==> config.mk <==
export PLATFORM = sky130hd
export DESIGN_NAME = dmem_arbiter_flat
export DESIGN_NICKNAME = d
export VERILOG_FILES = /design/src/rtl/dmem_arbiter_if.sv /design/src/rtl/dmem_arbiter.sv /design/src/flat_wrapper.sv
export SDC_FILE = /design/constraint.sdc
export NUM_CORES = 1
export LEC_CHECK = 0
export BUFFER_PORTS_ARGS = -buffer_cell sky130_fd_sc_hd__buf_2
export CAP_MARGIN = 40
export CORE_UTILIZATION = 25
export CTS_CLUSTER_DIAMETER = 100
export DETAILED_ROUTE_END_ITERATION = 10
export MAX_ROUTING_LAYER = met4
export PLACE_DENSITY_LB_ADDON = 0.25
export SYNTH_ARGS = -nofsm -noshare
export SYNTH_HDL_FRONTEND = slang
export SYNTH_SLANG_ARGS = --single-unit
==> constraint.sdc <==
create_clock -name CLK -period 3.4 [get_ports CLK]
set_input_delay 0.17 -clock CLK [delete_from_list [all_inputs] [get_ports CLK]]
set_output_delay 0.17 -clock CLK [all_outputs]
set_load 0.02 [all_outputs]
==> src/rtl/dmem_arbiter_if.sv <==
// Bus bundle for the data-memory arbiter: two requester ports (A = pipeline
// MEM stage, B = loader/debug), the shared data-memory port, the timeout
// flag and a debug view of the arbiter FSM state.
//
// Handshake: a requester raises <x>_req with we/addr/wdata stable and holds
// it until <x>_ack, which is a single-cycle pulse; <x>_rdata and err are
// meaningful only while that ack is high (rdata then holds until the port's
// next completion). On the memory side mem_req is held high with
// mem_we/addr/wdata stable until the cycle in which mem_ready is sampled
// high; mem_rdata is taken in that same cycle.
//
// Modport slave is the arbiter itself; modport master is its environment
// (requesters plus the data memory).
interface dmem_arbiter_if #(
  parameter int DATA_W = 32
) ();

  // Requester port A
  logic              a_req;
  logic              a_we;
  logic [DATA_W-1:0] a_addr;
  logic [DATA_W-1:0] a_wdata;
  logic [DATA_W-1:0] a_rdata;
  logic              a_ack;

  // Requester port B
  logic              b_req;
  logic              b_we;
  logic [DATA_W-1:0] b_addr;
  logic [DATA_W-1:0] b_wdata;
  logic [DATA_W-1:0] b_rdata;
  logic              b_ack;

  // Completion status
  logic              err;

  // Data-memory port
  logic              mem_req;
  logic              mem_we;
  logic [DATA_W-1:0] mem_addr;
  logic [DATA_W-1:0] mem_wdata;
  logic [DATA_W-1:0] mem_rdata;
  logic              mem_ready;

  // FSM state for debug/checkers: 0 = IDLE, 1 = BUSY, 2 = RESP
  logic [1:0]        arb_state;

  modport slave (
    input  a_req, a_we, a_addr, a_wdata,
    output a_rdata, a_ack,
    input  b_req, b_we, b_addr, b_wdata,
    output b_rdata, b_ack,
    output err,
    output mem_req, mem_we, mem_addr, mem_wdata,
    input  mem_rdata, mem_ready,
    output arb_state
  );

  modport master (
    output a_req, a_we, a_addr, a_wdata,
    input  a_rdata, a_ack,
    output b_req, b_we, b_addr, b_wdata,
    input  b_rdata, b_ack,
    input  err,
    input  mem_req, mem_we, mem_addr, mem_wdata,
    output mem_rdata, mem_ready,
    input  arb_state
  );

endinterface

==> src/rtl/dmem_arbiter.sv <==
// Two-port data-memory arbiter. Grants one of two requesters (A = pipeline
// MEM stage, B = loader/debug) access to a single data memory, holds the
// access until mem_ready or a wait-cycle timeout, then returns a one-cycle
// ack with load data and an error flag.
//
// FSM: IDLE -> BUSY (access in flight) -> RESP (ack cycle) -> IDLE.
// Best-case latency: request sampled at edge k, mem_ready high in cycle k+1,
// ack high in cycle k+2, next grant at edge k+3 at the earliest.
//
// Optional feature: define DMEM_ARB_RR_EN to replace fixed A-over-B priority
// with round-robin between simultaneous requests (the port not granted most
// recently wins; after reset A wins first). Without it B can starve while A
// keeps requesting.
module dmem_arbiter #(
  parameter int DATA_W  = 32,
  parameter int TIMEOUT = 15   // max BUSY cycles waiting for mem_ready, 1..255
) (
  input  logic         CLK,
  input  logic         RST_N,
  dmem_arbiter_if.slave bus
);

  typedef enum logic [1:0] {
    IDLE = 2'd0,
    BUSY = 2'd1,
    RESP = 2'd2
  } state_t;

  localparam logic [7:0] TMO_C = 8'(TIMEOUT);

  state_t            state;
  logic [7:0]        wait_cnt;   // BUSY cycles already elapsed
  logic              gnt_b;      // 1 = current access belongs to port B

  logic              any_req;
  logic              pick_b;
  logic              sel_we;
  logic [DATA_W-1:0] sel_addr;
  logic [DATA_W-1:0] sel_wdata;
  logic [7:0]        cnt_nxt;
  logic              tmo_hit;

`ifdef DMEM_ARB_RR_EN
  logic              last_b;     // 1 = B was granted most recently
`endif

  assign any_req = bus.a_req | bus.b_req;

  // Winner selection for the IDLE grant decision.
  always_comb begin
    pick_b = 1'b0;
`ifdef DMEM_ARB_RR_EN
    // Contention goes to whichever port was not granted last.
    if (bus.b_req && (!bus.a_req || !last_b)) begin
      pick_b = 1'b1;
    end
`else
    // Fixed priority: B only when A is not asking.
    if (bus.b_req && !bus.a_req) begin
      pick_b = 1'b1;
    end
`endif
  end

  // Steer the winner's request fields toward the memory-side registers.
  always_comb begin
    sel_we    = bus.a_we;
    sel_addr  = bus.a_addr;
    sel_wdata = bus.a_wdata;
    if (pick_b) begin
      sel_we    = bus.b_we;
      sel_addr  = bus.b_addr;
      sel_wdata = bus.b_wdata;
    end
  end

  // Timeout fires at the edge where the elapsed-cycle count reaches TIMEOUT,
  // i.e. after exactly TIMEOUT cycles of mem_req without mem_ready.
  always_comb begin
    cnt_nxt = wait_cnt + 8'd1;
    tmo_hit = (cnt_nxt == TMO_C);
  end

  // Arbiter FSM with all outputs registered.
  always_ff @(posedge CLK) begin
    if (!RST_N) begin
      state         <= IDLE;
      wait_cnt      <= 8'd0;
      gnt_b         <= 1'b0;
      bus.mem_req   <= 1'b0;
      bus.mem_we    <= 1'b0;
      bus.mem_addr  <= '0;
      bus.mem_wdata <= '0;
      bus.a_rdata   <= '0;
      bus.b_rdata   <= '0;
      bus.a_ack     <= 1'b0;
      bus.b_ack     <= 1'b0;
      bus.err       <= 1'b0;
`ifdef DMEM_ARB_RR_EN
      last_b        <= 1'b1;
`endif
    end else begin
      case (state)
        IDLE: begin
          if (any_req) begin
            gnt_b         <= pick_b;
            bus.mem_req   <= 1'b1;
            bus.mem_we    <= sel_we;
            bus.mem_addr  <= sel_addr;
            bus.mem_wdata <= sel_wdata;
            wait_cnt      <= 8'd0;
            state         <= BUSY;
`ifdef DMEM_ARB_RR_EN
            last_b        <= pick_b;
`endif
          end
        end

        BUSY: begin
          // Request lines are ignored here: a dropped req does not abort.
          wait_cnt <= cnt_nxt;
          if (bus.mem_ready) begin
            // mem_ready wins over a simultaneous timeout.
            bus.mem_req <= 1'b0;
            bus.err     <= 1'b0;
            state       <= RESP;
            if (gnt_b) begin
              bus.b_rdata <= bus.mem_rdata;
              bus.b_ack   <= 1'b1;
            end else begin
              bus.a_rdata <= bus.mem_rdata;
              bus.a_ack   <= 1'b1;
            end
          end else if (tmo_hit) begin
            bus.mem_req <= 1'b0;
            bus.err     <= 1'b1;
            state       <= RESP;
            if (gnt_b) begin
              bus.b_rdata <= '0;
              bus.b_ack   <= 1'b1;
            end else begin
              bus.a_rdata <= '0;
              bus.a_ack   <= 1'b1;
            end
          end
        end

        RESP: begin
          // Ack and err live for exactly this cycle; no new grant here.
          bus.a_ack <= 1'b0;
          bus.b_ack <= 1'b0;
          bus.err   <= 1'b0;
          wait_cnt  <= 8'd0;
          state     <= IDLE;
        end

        default: begin
          bus.mem_req <= 1'b0;
          bus.a_ack   <= 1'b0;
          bus.b_ack   <= 1'b0;
          bus.err     <= 1'b0;
          wait_cnt    <= 8'd0;
          state       <= IDLE;
        end
      endcase
    end
  end

  // Debug view of the FSM state.
  assign bus.arb_state = state;

endmodule

==> src/flat_wrapper.sv <==
// flat-port wrapper written by rule: the top's interface ports become plain ports
module dmem_arbiter_flat 
#(
  parameter int DATA_W  = 32,
  parameter int TIMEOUT = 15                                                   
)
  (CLK, RST_N, bus_a_req, bus_a_we, bus_a_addr, bus_a_wdata, bus_a_rdata, bus_a_ack, bus_b_req, bus_b_we, bus_b_addr, bus_b_wdata, bus_b_rdata, bus_b_ack, bus_err, bus_mem_req, bus_mem_we, bus_mem_addr, bus_mem_wdata, bus_mem_rdata, bus_mem_ready, bus_arb_state);
  dmem_arbiter_if #(.DATA_W(DATA_W)) bus_i ();
  input  logic CLK;
  input  logic RST_N;
  input wire logic [$bits(bus_i.a_req)-1:0] bus_a_req;
  input wire logic [$bits(bus_i.a_we)-1:0] bus_a_we;
  input wire logic [$bits(bus_i.a_addr)-1:0] bus_a_addr;
  input wire logic [$bits(bus_i.a_wdata)-1:0] bus_a_wdata;
  output wire logic [$bits(bus_i.a_rdata)-1:0] bus_a_rdata;
  output wire logic [$bits(bus_i.a_ack)-1:0] bus_a_ack;
  input wire logic [$bits(bus_i.b_req)-1:0] bus_b_req;
  input wire logic [$bits(bus_i.b_we)-1:0] bus_b_we;
  input wire logic [$bits(bus_i.b_addr)-1:0] bus_b_addr;
  input wire logic [$bits(bus_i.b_wdata)-1:0] bus_b_wdata;
  output wire logic [$bits(bus_i.b_rdata)-1:0] bus_b_rdata;
  output wire logic [$bits(bus_i.b_ack)-1:0] bus_b_ack;
  output wire logic [$bits(bus_i.err)-1:0] bus_err;
  output wire logic [$bits(bus_i.mem_req)-1:0] bus_mem_req;
  output wire logic [$bits(bus_i.mem_we)-1:0] bus_mem_we;
  output wire logic [$bits(bus_i.mem_addr)-1:0] bus_mem_addr;
  output wire logic [$bits(bus_i.mem_wdata)-1:0] bus_mem_wdata;
  input wire logic [$bits(bus_i.mem_rdata)-1:0] bus_mem_rdata;
  input wire logic [$bits(bus_i.mem_ready)-1:0] bus_mem_ready;
  output wire logic [$bits(bus_i.arb_state)-1:0] bus_arb_state;
  assign bus_i.a_req = bus_a_req;
  assign bus_i.a_we = bus_a_we;
  assign bus_i.a_addr = bus_a_addr;
  assign bus_i.a_wdata = bus_a_wdata;
  assign bus_a_rdata = bus_i.a_rdata;
  assign bus_a_ack = bus_i.a_ack;
  assign bus_i.b_req = bus_b_req;
  assign bus_i.b_we = bus_b_we;
  assign bus_i.b_addr = bus_b_addr;
  assign bus_i.b_wdata = bus_b_wdata;
  assign bus_b_rdata = bus_i.b_rdata;
  assign bus_b_ack = bus_i.b_ack;
  assign bus_err = bus_i.err;
  assign bus_mem_req = bus_i.mem_req;
  assign bus_mem_we = bus_i.mem_we;
  assign bus_mem_addr = bus_i.mem_addr;
  assign bus_mem_wdata = bus_i.mem_wdata;
  assign bus_i.mem_rdata = bus_mem_rdata;
  assign bus_i.mem_ready = bus_mem_ready;
  assign bus_arb_state = bus_i.arb_state;
  dmem_arbiter #(.DATA_W(DATA_W), .TIMEOUT(TIMEOUT)) u_core (.CLK(CLK), .RST_N(RST_N), .bus(bus_i));
endmodule
==> impl_results.md, run 1 <==
* Outcome: finished clean
* Count of pins over their slew limit at 0
* Final Hold Viols at 0
* Io pins at 302
* CP Launch Type: register
* DP Cell Count at 1172
* RSZ-0062 raised after global routing: no
* Total clock sinks at 144
* Syn avg cell area at 9.188 µm²
* Top-area cell type share of the netlist area at 49.64%
* Initial antenna violation count at 0
* Synth cell types at 38
* Total routed wirelength at 17720 µm
* Critical Path End Type: register
* Row cnt at 55
* Die Height at 154.4 µm
* Layout cells sized above 1 at 38.85%
* Number of I/O port buffers at 301
* CTS tree: yes
* Area occupied by multi-input gates at 2655 µm²
* Static leakage at 3.704 nW
* Worst-Skew Late Latency at 0.41 ns
* Vias in the first global route at 5018
* Place WS at 1.042 ns
* Root Buffer Master: clkbuf_16
* Ys async rst share at 0%
* Antenna Cells at 0
* Most common flop cell mapped by yosys: dfxtp_1
* Residual DRC at 0
* Sequential standard cell area at 2883 µm²
* Final instance area at 8097 µm²
* Core Area at 22710 µm²
* Post-CTS Setup Inserts at 0
* Period utilization at 68.77%
* Sequential share of the synthesized area at 49.64%
* Hold Crit Class: primary input to register
* GRT Overall Usage at 15.06%
* Pin count of the biggest net entering global routing at 111
* Slew margin rel. at 49.92%
* Pwr Total at 4.412 mW
* CP arrival at 2.59 ns
* Clk slew on worst S/H paths at 0.06 ns
* Drt first pass iters at 4
* First-pass GRT wire length at 27260 µm
* Final ANT Viol Nets at 0
* Post-cts hold buffer count at 0
* Placer Congestion at 0.7718
* Most common cell after layout, fill and taps aside: buf_2
* Setup WS post-layout at 1.062 ns
* Max Cap Violations at 0
* Placed cell areas at 7528 µm²
* Iter 0 DRT Violations at 197
* Yosys reg bits at 144
* Core Util, Final at 35.65%
* Crit-path cells: ha_1, xor2_1, nand3b_1, nor4_4, a41o_2, o22ai_1
* Max incr delay on CP at 0.70 ns
* Total power divided by cell area at 544.9 nW/µm²
* Vias per inst at 4.500
* Peak Freq at 427.7 MHz
* Non-filler cells, final at 1204
* Wire per inst at 14.72 µm
* PostCTS Resize Cnt at 0
* Die width at 154.4 µm
* Ys Warns at 0
* Grt total ovfl at 0
* Number of CTS-inserted buffers at 17
* Final setup violation count at 0
* Post-detail-place hpwl at 12780 µm
* Worst-case hold slack at 0.03838 ns
* Crit path time final at 2.338 ns
* Clock skew at 0.009762 ns
* Worst-Margin Slew at 0.7496 ns
* Critical Path Fanout Max at 32
* Max VDD drop at 306.2 µV
* CP max-delay cell: a41o_2
* CP required at 3.65 ns
* Max Root-Sink Buffers at 2
* Syn_nets at 801
* Synth Instances at 632
* Final net count at 1075
* Total negative slack at 0 ns
* Area Overhead vs Synth at 39.43%
* Fillers at 2439
* CP Class: register to register
* Via count at 5418
* Number of synthesized flops with an enable pin at 0
* Top post-synthesis cells by area: dfxtp_1 (50%), mux2i_1 (11%), a211oi_1 (8.9%), o22ai_1 (6.6%), nand2_1 (6.5%)
* Most frequent cells in the layout: buf_2 (301), dfxtp_1 (144), nand2_1 (101)
* CTS HTree Levels at 4
* Die ar. at 23840 µm²
* Synth Cell Area at 5807 µm²
* Synth area leader: dfxtp_1
* Starting Density at 25.57%
[power by group]
part	leakage, nW	internal [mW]	total (mW)	switching, mW
clock network	0.264	1.01	1.79	0.781
logic	2.26	0.287	0.750	0.463
registers	1.18	1.81	1.87	0.0663
total	3.70	3.10	4.41	1.31
[area by class of cell]
class | instances | share of cell area [%]
flip-flops and latches | 144 | 35.60
multi-input cells | 428 | 32.79
repair buffers | 311 | 20.00
clock buffers | 20 | 5.764
well taps | 285 | 4.404
clock inverters | 12 | 1.252
inverters | 4 | 0.1854
[synth_stat cells, types with 2 or more instances]
library cell / number
buf_2: 11
o22ai_2: 3
o21a_1: 2
ha_1: 2
nand2_1: 101
buf_1: 5
dfxtp_1: 144
clkbuf_1: 34
buf_6: 6
xor2_1: 3
o21ai_0: 3
a21oi_1: 9
a21o_1: 2
o22ai_1: 61
nand3_1: 6
nor2_1: 78
inv_1: 4
nor3_1: 4
and3_1: 3
a211oi_1: 69
mux2i_1: 65
[worst paths after layout]
| path | start | to | slack (ns) | cells past startpoint |
|---|---|---|---|---|
| setup / recovery | u_core.wait_cnt[1] | u_core.bus.a_rdata[9] | 1.06 | 6 |
| hold / removal | bus_mem_rdata[9] | u_core.bus.b_rdata[9] | 0.04 | 3 |
| setup reg to reg | u_core.wait_cnt[1] | u_core.bus.a_rdata[9] | 1.06 | 6 |
| hold reg to reg | u_core.bus.a_rdata[5] | u_core.bus.a_rdata[5] | 0.46 | 2 |
[state kept, by name, summed over array words and instances (netlist names)]
name,flops
u_core.wait_cnt,8
u_core.gnt_b,1
u_core.bus.mem_we,1
u_core.bus.a_ack,1
u_core.bus.mem_req,1
u_core.bus.err,1
u_core.bus.arb_state,2
u_core.bus.a_rdata,32
u_core.bus.mem_wdata,32
u_core.bus.mem_addr,32
u_core.bus.b_ack,1
u_core.bus.b_rdata,32
[cells by family (layout without fill, tap and decap cells)]
kind of cell	after synthesis	count (layout)	synth area share [%]
xor gates and xnor gates	4	4	0.6034
DFF	144	144	49.64
adders and majority gates	2	2	0.4309
muxes	65	65	11.20
buffers and inverters	60	347	4.891
AOI/OAI and AO/OA	156	156	19.09
and+or+nand+nor	201	201	14.14
[layer usage]
metal / global-route usage, % / vias up / wire [µm]
met2: 24.28 / 233 / 8346
met5: - / - / 0
li1: - / 2804 / -
met1: 18.76 / 2371 / 8032
met4: 4.385 / 0 / 159
met3: 3.418 / 10 / 1182
[critical path, delay by kind of cell, from the launching register on]
family | cells | cell delay, ns
AO/OA/AOI/OAI | 2 | 0.90
XOR/XNOR | 1 | 0.15
adder cells (fa/ha/maj) | 1 | 0.24
flip-flops | 1 | 0.38
AND/OR/NAND/NOR | 2 | 0.51
Note: power is estimated with default switching activity, not from simulation.
==> inputs of run 2 (changes only) <==
--- a/config.mk
+++ b/config.mk
@@ -5,6 +5,7 @@
 export SDC_FILE = /design/constraint.sdc
 export NUM_CORES = 1
 export LEC_CHECK = 0
+export ABC_AREA = 1
 export BUFFER_PORTS_ARGS = -buffer_cell sky130_fd_sc_hd__buf_2
 export CAP_MARGIN = 40
 export CORE_UTILIZATION = 25
==> constraint.sdc (replaced) <==
create_clock -name CLK -period 2.1 [get_ports CLK]
set_input_delay 0.105 -clock CLK [delete_from_list [all_inputs] [get_ports CLK]]
set_output_delay 0.105 -clock CLK [all_outputs]
set_load 0.02 [all_outputs]
==> run 2 against run 1 <==
Largest cell class is now non-clock buffers. Critical path type unchanged. Sequential share of layout area decreased by 7.3 points. Die area increased by 11%. Combinational power increased to 2.5 times the previous value. Final area increased by 26%. Via count increased by 40%.
==> impl_results.md, run 2 <==
* Outcome: finished clean
* Sw Ratio at 32.48% (+2.8 points)
* Via count at 7584 (+40%)
* Total negative slack at 0 ns (unchanged)
* Worst-Margin Slew at 0.7591 ns (+0.009545 ns)
* Most common flop cell mapped by yosys: dfxtp_1
* Place WS at 0.08011 ns (-0.9623 ns)
* Clk slew on worst S/H paths at 0.07 ns (about the same)
* Die ar. at 26450 µm² (+11%)
* Number of I/O port buffers at 301 (unchanged)
* Row cnt at 58 (+5.5%)
* CP required at 2.45 ns (-1.20 ns)
* Max Root-Sink Buffers at 2 (unchanged)
* CTS HTree Levels at 4 (unchanged)
* Combinational fraction of design power at 23.3% (+6.3 points)
* Internal reg-to-reg setup slack at 0.22 ns (-0.84 ns)
* Layout cells sized above 1 at 26.91% (-12 points)
* Worst-case hold slack at 0.02799 ns (-0.01039 ns)
* Syn_nets at 1135 (+42%)
* Yosys reg bits at 144 (unchanged)
* Top-area cell type share of the netlist area at 44.69% (-5.0 points)
* Period utilization at 89.38% (+21 points)
* Drt first pass iters at 5 (+1)
* Most common cell after layout, fill and taps aside: buf_2
* CP Class: register to register
* Area Overhead vs Synth at 57.92%
* Critical Path End Type: register
* Die width at 162.6 µm (+5.3%)
* Final net count at 1542 (+43%)
* Sequential share of the synthesized area at 44.69% (-5.0 points)
* Initial antenna violation count at 2 (+2)
* Max VDD drop at 476.5 µV (+56%)
* Grt total ovfl at 0 (unchanged)
* Iter 0 DRT Violations at 447 (+130%)
* Number of synthesized flops with an enable pin at 0 (unchanged)
* Final setup violation count at 0 (unchanged)
* Max Cap Violations at 0 (unchanged)
* Top-count cell post-synth: nand2_1
* Static leakage at 5.237 nW (+41%)
* Pin count of the biggest net entering global routing at 67 (-40%)
* Slew margin rel. at 49.39% (-0.53 points)
* Fillers at 2623 (+7.5%)
* Ys async rst share at 0% (unchanged)
* Die Height at 162.6 µm (+5.3%)
* CTS tree: yes
* First-pass GRT wire length at 37620 µm (+38%)
* Syn avg cell area at 6.677 µm² (-27%)
* Io pins at 302 (unchanged)
* Vias per inst at 4.414 (-1.9%)
* Synth area leader: dfxtp_1
* Synth Instances at 966 (+53%)
* Pwr Total at 8.180 mW (+85%)
* Placer Congestion at 0.8096 (+4.9%)
* Critical R2R Launch: u_core.bus.arb_state[0]
* Critical Path Fanout Max at 66 (+110%)
* Crit path time final at 1.877 ns (-0.4613 ns)
* CP Launch Type: register
* Count of pins over their slew limit at 0 (unchanged)
* Top post-synthesis cells by area: dfxtp_1 (45%), nand2_1 (15%), a21oi_1 (11%), inv_1 (7.2%), nor2_1 (6.7%)
* Worst-Skew Late Latency at 0.42 ns (about the same)
* Vias in the first global route at 7331 (+46%)
* Peak Freq at 532.8 MHz (+25%)
* Total routed wirelength at 24430 µm (+38%)
* Starting Density at 25.54% (-0.030 points)
* FF-to-FF path depth at 6 (unchanged)
* DP Cell Count at 1552 (+32%)
* Post-detail-place hpwl at 15900 µm (+24%)
* Setup WS post-layout at 0.2231 ns (-0.8387 ns)
* Final ANT Viol Nets at 0 (unchanged)
* Wire per inst at 14.22 µm (-3.4%)
* Total clock sinks at 144 (unchanged)
* Number of CTS-inserted buffers at 17 (unchanged)
* Clock skew at 0.01239 ns (+0.002632 ns)
* Worst R2R End: u_core.bus.mem_addr[14]
* Total power divided by cell area at 803.1 nW/µm² (+47%)
* Synth cell types at 24 (-37%)
* Switching power at 2.657 mW (+100%)
* Internal power at 5.523 mW (+78%)
* Synth Cell Area at 6450 µm² (+11%)
* Residual DRC at 0 (unchanged)
* Ys Warns at 0 (unchanged)
* CP arrival at 2.22 ns (-0.37 ns)
* Most frequent cells in the layout: buf_2 (300), nand2_1 (261), a21oi_1 (144)
* Final Hold Viols at 0 (unchanged)
* GRT Overall Usage at 18.72% (+3.7 points)
* Worst setup path end: u_core.bus.mem_addr[14]
* Commonest cells post-synth: nand2_1 (261), a21oi_1 (144), dfxtp_1 (144)
* Hold Crit Class: primary input to register
* Critical path startpoint: u_core.bus.arb_state[0]
* Non-filler cells, final at 1718 (+43%)
* Flop pwr share at 38.3% (-4.1 points)
* Root Buffer Master: clkbuf_16
* Clock share of power at 38.5% (-2.1 points)
* Core Area at 25250 µm² (+11%)
## run 2: worst min path at each step
stage,startpoint,end,cells after the start
after floorplan,bus_b_addr[0],u_core.bus.mem_addr[0],2
after global placement,bus_b_addr[20],u_core.bus.mem_addr[20],3
after detailed placement,bus_b_wdata[24],u_core.bus.mem_wdata[24],3
after CTS,bus_mem_rdata[13],u_core.bus.a_rdata[13],5
after global routing,bus_mem_rdata[5],u_core.bus.a_rdata[5],5
final,bus_mem_rdata[13],u_core.bus.a_rdata[13],5
## run 2: power by group through the flow
stage               logic [mW]  clock network (mW)  registers, mW
global placement          1.68                   0           3.18
floorplan                0.716                   0           3.49
finish                    1.90                3.15           3.13
CTS                       1.88                3.25           3.12
global route              2.08                3.36           3.16
detailed placement        1.69                   0           3.18
## run 2: area by class of cell
cell class	count	area [µm²]	share of cell area (%)
Antenna cell	2	5.005	0.04913
Clock buffer	17	425.4	4.176
Clock inverter	15	171.4	1.683
Inverter	124	465.4	4.569
Multi-Input combinational cell	632	2805	27.54
Sequential cell	144	2885	28.33
Tap cell	330	412.9	4.054
Timing Repair Buffer	454	3015	29.60
## run 2: cells by family (layout without fill, tap and decap cells)
| kind of cell | count (synthesis) | in the layout | synth area share, % |
|---|---|---|---|
| buffers and inverters | 190 | 610 | 12.16 |
| xor gates and xnor gates | 1 | 1 | 0.1358 |
| other | 0 | 2 | 0 |
| DFF | 144 | 144 | 44.69 |
| AOI/OAI and AO/OA | 213 | 213 | 16.57 |
| and+or+nand+nor | 416 | 416 | 26.05 |
| adders and majority gates | 2 | 2 | 0.3879 |
## run 2: per-layer routing
layer / track usage (%) / vias to the layer above / part of all wire (%)
met1: 21.74 / 3398 / 42
met5: - / - / 0
met4: 8.071 / 0 / 3.4
li1: - / 3822 / -
met3: 4.405 / 47 / 6.8
met2: 30.79 / 317 / 47
## run 2: through the flow
stage               util [%]  area (µm²)
finish                 40.33       10190
global route           40.33       10190
CTS                    40.19       10150
detailed placement     32.67        8250
global placement       32.67        8250
floorplan                  -        6450
## run 2: timing repair
item / in CTS / in global routing
setup buffers: 0 / 2
endpoints found under the setup margin: 0 / 66
hold buffers: 130 / 0
hold endpoints to repair: 65 / 0
gates resized for setup: 0 / 6
## run 2: worst max-delay path, cell delays in order (launching register included)
cell and delay [ns]:
dfxtp_1 0.34, nor2_1 0.17, inv_1 0.14, nor2_4 0.11, buf_4 0.54, o21ai_0 0.26, a21oi_1 0.21
==> inputs of run 3 (changes only) <==
--- a/config.mk
+++ b/config.mk
@@ -5,10 +5,11 @@
 export SDC_FILE = /design/constraint.sdc
 export NUM_CORES = 1
 export LEC_CHECK = 0
-export ABC_AREA = 1
 export BUFFER_PORTS_ARGS = -buffer_cell sky130_fd_sc_hd__buf_2
 export CAP_MARGIN = 40
-export CORE_UTILIZATION = 25
+export CELL_PAD_IN_SITES_DETAIL_PLACEMENT = 0
+export CELL_PAD_IN_SITES_GLOBAL_PLACEMENT = 2
+export CORE_UTILIZATION = 22
 export CTS_CLUSTER_DIAMETER = 100
 export DETAILED_ROUTE_END_ITERATION = 10
 export MAX_ROUTING_LAYER = met4
==> run 3 against run 2 <==
Sequential share of layout area rose by 4.8 points. Clock skew fell by 0.0018 ns. Combinational power fell by 30%. Global-route usage fell by 4.5 points. Die area rose by 2.3%. Highest routed layer unchanged.
==> impl_results.md, run 3 (synthesized netlist as in run 1, its figures left out) <==
* Outcome: finished clean
* Count of pins over their slew limit at 0 (unchanged)
* Place WS at 0.1543 ns (+0.07416 ns)
* Internal reg-to-reg setup slack at 0.14 ns (-0.09 ns)
* Max Cap Violations at 0 (unchanged)
* Most frequent cells in the layout: buf_2 (301), dfxtp_1 (144), nand2_1 (101)
* Root Buffer Master: clkbuf_16
* Residual DRC at 0 (unchanged)
* Critical Path End Type: register
* GRT Overall Usage at 14.19% (-4.5 points)
* Max Root-Sink Buffers at 2 (unchanged)
* Wire per inst at 14.72 µm (+3.5%)
* Hold endpoint: u_core.bus.mem_addr[7]
* Slew margin rel. at 67.05% (+18 points)
* Period utilization at 93.51% (+4.1 points)
* Placer Congestion at 0.7122 (-12%)
* Die width at 164.5 µm (+1.1%)
* Total clock sinks at 144 (unchanged)
* Area Overhead vs Synth at 49.99%
* Starting Density at 22.35% (-3.2 points)
* CP Launch Type: register
* Max VDD drop at 406.0 µV (-15%)
* Crit path time final at 1.964 ns (+0.08686 ns)
* Setup WS post-layout at 0.1362 ns (-0.08686 ns)
* Worst-case hold slack at 0.01755 ns (-0.01044 ns)
* Total routed wirelength at 19210 µm (-21%)
* CP Class: register to register
* Layout cells sized above 1 at 38.30% (+11 points)
* Row cnt at 59 (+1.7%)
* Met1 Wirelength at 8986 µm (-13%)
* Final ANT Viol Nets at 0 (unchanged)
* Final setup violation count at 0 (unchanged)
* HP Start: bus_a_addr[7]
* CTS HTree Levels at 4 (unchanged)
* Total negative slack at 0 ns (unchanged)
* Routed wl met2 at 8454 µm (-27%)
* FF-to-FF path depth at 7 (+1)
* Critical Path Fanout Max at 32 (-52%)
* Final Hold Viols at 0 (unchanged)
* Peak Freq at 509.2 MHz (-4.4%)
* First-pass GRT wire length at 28770 µm (-24%)
* Io pins at 302 (unchanged)
* Core Area at 25980 µm² (+2.9%)
* Die ar. at 27050 µm² (+2.3%)
* Number of I/O port buffers at 301 (unchanged)
* Clock skew at 0.01059 ns (-0.001807 ns)
* Die Height at 164.5 µm (+1.1%)
* Post-detail-place hpwl at 13830 µm (-13%)
* Vias per inst at 4.323 (-2.1%)
* Clk slew on worst S/H paths at 0.07 ns (about the same)
* Pwr Total at 7.413 mW (-9.4%)
* Number of CTS-inserted buffers at 17 (unchanged)
* CP arrival at 2.25 ns (+0.03 ns)
* Drt first pass iters at 4 (-1)
* Vias in the first global route at 5268 (-28%)
* Iter 0 DRT Violations at 279 (-38%)
* Via count at 5641 (-26%)
* Worst-Margin Slew at 0.4936 ns (-0.2656 ns)
* DP Cell Count at 1235 (-20%)
* Top layer in use: met4
* Met3 wire len at 1615 µm (-3.0%)
* CP required at 2.38 ns (-0.07 ns)
* Static leakage at 3.958 nW (-24%)
* PostCTS Resize Cnt at 0 (unchanged)
* CTS tree: yes
* Worst-Skew Late Latency at 0.42 ns (about the same)
* Grt total ovfl at 0 (unchanged)
* Worst R2R End: u_core.bus.a_rdata[8]
* Critical R2R Launch: u_core.wait_cnt[1]
* RSZ-0062 raised after global routing: no
* Non-filler cells, final at 1305 (-24%)
* Pin count of the biggest net entering global routing at 99 (+48%)
* Total power divided by cell area at 851.1 nW/µm² (+6.0%)
* Most common cell after layout, fill and taps aside: buf_2
* Worst hold path depth at 3 (-2)
* Initial antenna violation count at 4 (+2)
* Final net count at 1122 (-27%)
* Hold Crit Class: primary input to register
[run 3: cell types whose count changed in the layout (fill, tap and decap cells not counted), sizes merged, moves of 20 or more]
cell,previous run,this run
a211oi,0,69
dlygate4sd3,130,34
nand2,263,101
nor2,119,78
nand4,22,2
o22ai,0,64
o21ai,68,3
inv,132,11
a21oi,144,9
mux2i,0,65
[run 3: how the worst max path moves through the flow]
stage                             startpoint                endpoint  slack [ns]  cells after the start
after floorplan           u_core.wait_cnt[1]  u_core.bus.b_rdata[22]        0.29                      7
after global placement    u_core.wait_cnt[1]  u_core.bus.a_rdata[17]        0.18                      7
after detailed placement  u_core.wait_cnt[1]   u_core.bus.a_rdata[8]        0.15                      7
after CTS                 u_core.wait_cnt[1]   u_core.bus.a_rdata[8]        0.12                      7
after global routing      u_core.wait_cnt[1]   u_core.bus.a_rdata[8]        0.03                      7
final                     u_core.wait_cnt[1]   u_core.bus.a_rdata[8]        0.14                      7
[run 3: timing repair]
item                      in CTS  in global routing
hold endpoints to repair      65                  0
setup buffers                  0                  0
hold buffers                  34                  0
[run 3: cell type report]
cell class              count  area, µm²
fillers                  2776      17280
flip-flops and latches    144       2883
clock buffers              17      425.4
multi-input cells         428       2655
diodes                      4      10.01
repair buffers            358       2120
well taps                 335      419.2
clock inverters            15      182.7
inverters                   4      15.01
[run 3: metrics by stage]
stage                     cell area (µm²)  util, %
final                                8710    33.52
after global routing                 8710    33.52
after CTS                            8700    33.48
after detailed placement             7751    29.83
after global placement               7751    29.83
after floorplan                      5807        -
[run 3: where the power goes]
part	internal [mW]	leakage, nW	switching [mW]
Sequential	2.92	1.18	0.0996
Combinational	0.541	2.48	0.786
Clock	1.62	0.293	1.44
Total	5.08	3.96	2.33
[run 3: layer usage]
metal  up-vias  track usage, %
met5         -               -
met4         0           3.628
met3        11           4.621
met2       235           21.08
met1      2477           18.44
li1       2918               -
[run 3: critical path: stages (launching register included)]
cell and delay (ns):
dfxtp_1 0.39, ha_1 0.24, xor2_1 0.15, nand3b_1 0.13, nor4_4 0.31, a41o_2 0.27
buf_12 0.19, o22ai_1 0.11
